### config.mk
export PLATFORM = sky130hd
export DESIGN_NAME = bin_to_bcd_seq
export DESIGN_NICKNAME = d
export VERILOG_FILES = /design/src/rtl/bcd_pkg.sv /design/src/rtl/bcd_digit_adj.sv /design/src/rtl/bin_to_bcd_seq.sv
export SDC_FILE = /design/constraint.sdc
export NUM_CORES = 1
export LEC_CHECK = 0
export CORE_UTILIZATION = 45
export CTS_CLUSTER_SIZE = 8
export DETAILED_ROUTE_END_ITERATION = 7
export PLACE_DENSITY = 0.64
export SLEW_MARGIN = 20
export SYNTH_ARGS = -nofsm -noshare
export SYNTH_HDL_FRONTEND = slang
export SYNTH_HIERARCHICAL = 1
export SYNTH_SLANG_ARGS = --single-unit
### constraint.sdc
create_clock -name clk -period 4.5 [get_ports clk]
set_input_delay 0.9 -clock clk [delete_from_list [all_inputs] [get_ports clk]]
set_output_delay 0.9 -clock clk [all_outputs]
set_load 0.02 [all_outputs]
### src/rtl/bcd_pkg.sv
// Shared types and constants for the sequential binary-to-BCD converter.
package bcd_pkg;

    typedef enum logic [1:0] {
        IDLE,
        SHIFT,
        DONE
    } state_e;

    localparam int unsigned DIGIT_W    = 4;
    localparam logic [3:0]  ADJ_THRESH = 4'd5;
    localparam logic [3:0]  ADJ_ADD    = 4'd3;
    localparam logic [3:0]  BCD_NINE   = 4'd9;

endpackage

### src/rtl/bcd_digit_adj.sv
// Double-dabble digit correction: add 3 to a BCD digit that is 5 or more.
module bcd_digit_adj
    import bcd_pkg::*;
(
    input  logic [DIGIT_W-1:0] digit_i,
    output logic [DIGIT_W-1:0] digit_o
);

    // Inputs are always valid BCD (0..9), so the sum never exceeds 12.
    always_comb begin
        digit_o = digit_i;
        if (digit_i >= ADJ_THRESH) begin
            digit_o = digit_i + ADJ_ADD;
        end
    end

endmodule

### src/rtl/bin_to_bcd_seq.sv
// Sequential shift-and-add-3 binary-to-BCD converter with start/busy/done handshake.
// Optional build macro BIN_TO_BCD_SATURATE_EN: on overflow, bcd saturates to all nines.
module bin_to_bcd_seq
    import bcd_pkg::*;
#(
    parameter int unsigned BIN_W  = 14,
    parameter int unsigned DIGITS = 4
) (
    input  logic                      clk,
    input  logic                      reset,
    input  logic                      start,
    input  logic [BIN_W-1:0]          bin,
    output logic                      busy,
    output logic                      done,
    output logic [DIGIT_W*DIGITS-1:0] bcd,
    output logic                      overflow
);

    localparam int unsigned      SCR_W    = DIGIT_W * DIGITS;
    localparam int unsigned      CNT_W    = $clog2(BIN_W + 1);
    localparam logic [CNT_W-1:0] LAST_CNT = CNT_W'(BIN_W - 1);

    state_e             state_q, state_d;
    logic [CNT_W-1:0]   cnt_q, cnt_d;
    logic [BIN_W-1:0]   shreg_q, shreg_d;
    logic [SCR_W-1:0]   scr_q, scr_d;
    logic               sticky_q, sticky_d;
    logic [SCR_W-1:0]   bcd_q, bcd_d;
    logic               ovf_q, ovf_d;
    logic               done_q, done_d;
    logic [SCR_W-1:0]   scr_adj;

    for (genvar g = 0; g < DIGITS; g++) begin : g_adj
        bcd_digit_adj u_adj (
            .digit_i (scr_q[g*DIGIT_W +: DIGIT_W]),
            .digit_o (scr_adj[g*DIGIT_W +: DIGIT_W])
        );
    end

    always_comb begin
        state_d  = state_q;
        cnt_d    = cnt_q;
        shreg_d  = shreg_q;
        scr_d    = scr_q;
        sticky_d = sticky_q;
        bcd_d    = bcd_q;
        ovf_d    = ovf_q;
        done_d   = 1'b0;

        case (state_q)
            IDLE: begin
                if (start) begin
                    shreg_d  = bin;
                    scr_d    = '0;
                    sticky_d = 1'b0;
                    cnt_d    = '0;
                    state_d  = SHIFT;
                end
            end
            SHIFT: begin
                {scr_d, shreg_d} = {scr_adj, shreg_q} << 1;
                // A 1 leaving the top digit means the value no longer fits.
                sticky_d = sticky_q | scr_adj[SCR_W-1];
                cnt_d    = cnt_q + 1'b1;
                if (cnt_q == LAST_CNT) begin
                    state_d = DONE;
                end
            end
            DONE: begin
`ifdef BIN_TO_BCD_SATURATE_EN
                bcd_d = sticky_q ? {DIGITS{BCD_NINE}} : scr_q;
`else
                bcd_d = scr_q;
`endif
                ovf_d   = sticky_q;
                done_d  = 1'b1;
                state_d = IDLE;
            end
            default: state_d = IDLE;
        endcase
    end

    always_ff @(posedge clk or posedge reset) begin
        if (reset) begin
            state_q  <= IDLE;
            cnt_q    <= '0;
            shreg_q  <= '0;
            scr_q    <= '0;
            sticky_q <= 1'b0;
            bcd_q    <= '0;
            ovf_q    <= 1'b0;
            done_q   <= 1'b0;
        end else begin
            state_q  <= state_d;
            cnt_q    <= cnt_d;
            shreg_q  <= shreg_d;
            scr_q    <= scr_d;
            sticky_q <= sticky_d;
            bcd_q    <= bcd_d;
            ovf_q    <= ovf_d;
            done_q   <= done_d;
        end
    end

    assign busy     = (state_q != IDLE);
    assign done     = done_q;
    assign bcd      = bcd_q;
    assign overflow = ovf_q;

endmodule

==> results.json <==
{
  "cts_sinks": 55,
  "post-route-period-util": 0.648,
  "maxSlewHeadroom": 0.463,
  "htree_levels": 2,
  "fin_setup_tns_ps": 0,
  "routed_wl_mm": 4.94,
  "cts_made_buffers": 5,
  "grt_pass1_wl_mm": 8.33,
  "root_buffer": "clkbuf_8",
  "diodes": 0,
  "synthDominantCellAreaShare": 0.495,
  "synth_nets": 276,
  "p_clk_frac": 0.139,
  "worst_slack_ps": 1590,
  "synth_flop_cell": "dfrtp_1",
  "syn_area_per_cell_um2": 11.2,
  "ctsLongestPathBuffers": 2,
  "synthTopCellsByArea": "dfrtp_1 (49%), a22o_1 (5.4%), mux2_4 (4.9%), ha_1 (4.5%), o21ai_0 (3.8%)",
  "path_class": "reg -> out",
  "nNetsFinal": 306,
  "synth_seq_area_share": 0.495,
  "min_path_type": "reg -> reg",
  "num_rows": 28,
  "core-area_um2": 5960,
  "fin_crit_ps": 2910,
  "cts_resized": 0,
  "port_buffers": 35,
  "status": "completed",
  "synth_common_cells": "dfrtp_1 (55), nand2_1 (21), o21ai_0 (21)",
  "dp_hpwl_mm": 3.22,
  "path_buf_inv": 1,
  "power_density_nw_per_um2": 655,
  "yosysTopAreaCell": "dfrtp_1",
  "asyncSetResetFlopFracSynth": 1.00,
  "finalSetupViolations": 0,
  "final_max_slew_viol_count": 0,
  "worstPathArrival_ps": 2010,
  "synth.distinct_cells": 33,
  "synth_most_common_cell": "dfrtp_1",
  "firstDrtPassIters": 4,
  "path_delay_family": "flip-flops",
  "via_count": 1892,
  "dp_cells": 347,
  "die_height_um": 80.6,
  "cts_tree": "done",
  "path_clk_slew_ps": 90,
  "drive_above_1_share": 0.129,
  "grt_usage": 0.169,
  "antenna_left": 0,
  "grt_max_degree": 31,
  "initial_core_util": 0.467,
  "netlist_area_um2": 2780,
  "via_per_inst": 5.33,
  "die_area_um2": 6500,
  "drc": 0,
  "post_cts_buffers": 0,
  "gp_congestion": 0.734,
  "drv_cap": 0,
  "antenna_found_initial": 0,
  "overflow": 0,
  "hold_buffers": 0,
  "ys_seq_elements": 55,
  "dp_slack_ps": 1920,
  "p_switching_w": 0.000807,
  "peakVddDrop_uv": 259,
  "post_drt_wl_per_cell_um": 13.9,
  "clk_latency_ps": 300,
  "end_kind": "primary output",
  "comb_power_share": 0.434,
  "seq_power_share": 0.427,
  "cp_data_required_time_ps": 3600,
  "slowest_delay_ps": 880,
  "num_io_pins": 36,
  "drt_iter0_markers": 59,
  "postLayoutCoreUtil": 0.545,
  "switching_share": 0.380,
  "fin_skew_ps": 6.84,
  "yosys_warnings": 6,
  "syn_to_final_growth_pct": 16.5,
  "rsz0062_at_grt": "no",
  "p_total_w": 0.00212,
  "worst_pin_slew_ps": 806,
  "cp_slowest_cell": "dfrtp_1",
  "grt_pass1_vias": 1730,
  "postSynthCellCount": 249,
  "p_int_w": 0.00132,
  "final-hold-violation-count": 0,
  "final.fill_count": 548,
  "p_leak_nw": 1.52,
  "synth-edff-count": 0,
  "path_cells": "or2_2 -> clkdlybuf4s50_1",
  "final_cells": 355,
  "die_x_um": 80.6,
  "path_max_fanout": 25,
  "timing.fmax_mhz": 343,
  "critPathLaunchType": "flip-flop"
}
==> power groups by stage <==
stage / clock network [W] / registers, W / logic, W
CTS: 0.000305 / 0.000904 / 0.000933
detailed placement: 0 / 0.000913 / 0.000928
floorplan: 0 / 0.000890 / 0.000713
finish: 0.000295 / 0.000907 / 0.000922
global route: 0.000325 / 0.000942 / 0.00104
global placement: 0 / 0.000907 / 0.000905
==> layout by cell type, fill, tap and decap left out, types with 10 or more instances in the layout <==
cell / netlist / final
inv_1: 11 / 10
and2b_1: 10 / 10
o21ai_0: 21 / 21
nand2_1: 21 / 21
a22oi_1: 12 / 12
dfrtp_1: 55 / 55
ha_1: 10 / 10
a21oi_1: 14 / 14
a22o_1: 17 / 17
clkdlybuf4s50_1: 0 / 35
==> layer usage <==
layer,vias to the layer above,global-route usage,part of all wire
met1,925,0.241,0.51
met2,34,0.253,0.45
met3,4,0.0409,0.032
met5,-,0,0
met4,0,0.0536,0.0089
li1,929,-,-
==> worst paths after layout <==
kind | startpoint | to | slack [ps] | cells after the start
setup / recovery | state_q[0]$_DFFE_PP0P_ | busy | 1590 | 2
hold / removal | shreg_q[11]$_DFFE_PP0P_ | shreg_q[11]$_DFFE_PP0P_ | 500 | 2
setup reg to reg | state_q[1]$_DFFE_PP0P_ | bcd[10]$_DFFE_PP0P_ | 2390 | 2
hold reg to reg | shreg_q[11]$_DFFE_PP0P_ | shreg_q[11]$_DFFE_PP0P_ | 500 | 2
max in group asynchronous | reset | scr_q[14]$_DFFE_PP0P_ | 2750 | 3
min in group asynchronous | reset | bcd[15]$_DFFE_PP0P_ | 980 | 2
==> tightest hold or removal path: cells and delay by family, from the launching register on <==
kind,cells,cell delay [ps]
DFF,1,350
AOI/OAI and AO/OA,1,60
and+or+nand+nor,1,50
==> through the flow <==
| step | cell area (µm²) | hold WS [ps] |
|---|---|---|
| global placement | 3130 | 467 |
| finish | 3240 | 499 |
| detailed placement | 3130 | 478 |
| floorplan | 2780 | 451 |
| CTS | 3230 | 501 |
| global route | 3240 | 534 |
==> sequential cells by signal (all words and copies together) (netlist names) <==
| register | flops |
|---|---|
| bcd | 16 |
| scr_q | 16 |
| cnt_q | 4 |
| sticky_q | 1 |
| shreg_q | 14 |
| state_q | 2 |
| overflow | 1 |
| done | 1 |
==> kinds of logic (layout without fill, tap and decap cells) <==
kind of cell | after synthesis | in the layout | share of synthesized area
xor+xnor | 4 | 4 | 0.0126
buf+inv | 24 | 55 | 0.0522
mux | 22 | 22 | 0.0994
compound gates | 76 | 76 | 0.183
simple gates | 58 | 58 | 0.113
flops | 55 | 55 | 0.495
fa+ha+maj | 10 | 10 | 0.0450
==> cell type report <==
type	count	area [µm²]	area share
multi-input cells	170	1270	0.393
clock buffers	8	100	0.0309
flip-flops and latches	55	1380	0.424
inverters	11	41.3	0.0127
well taps	75	93.8	0.0289
repair buffers	36	358	0.110
Power figures use the tool's default switching activity.
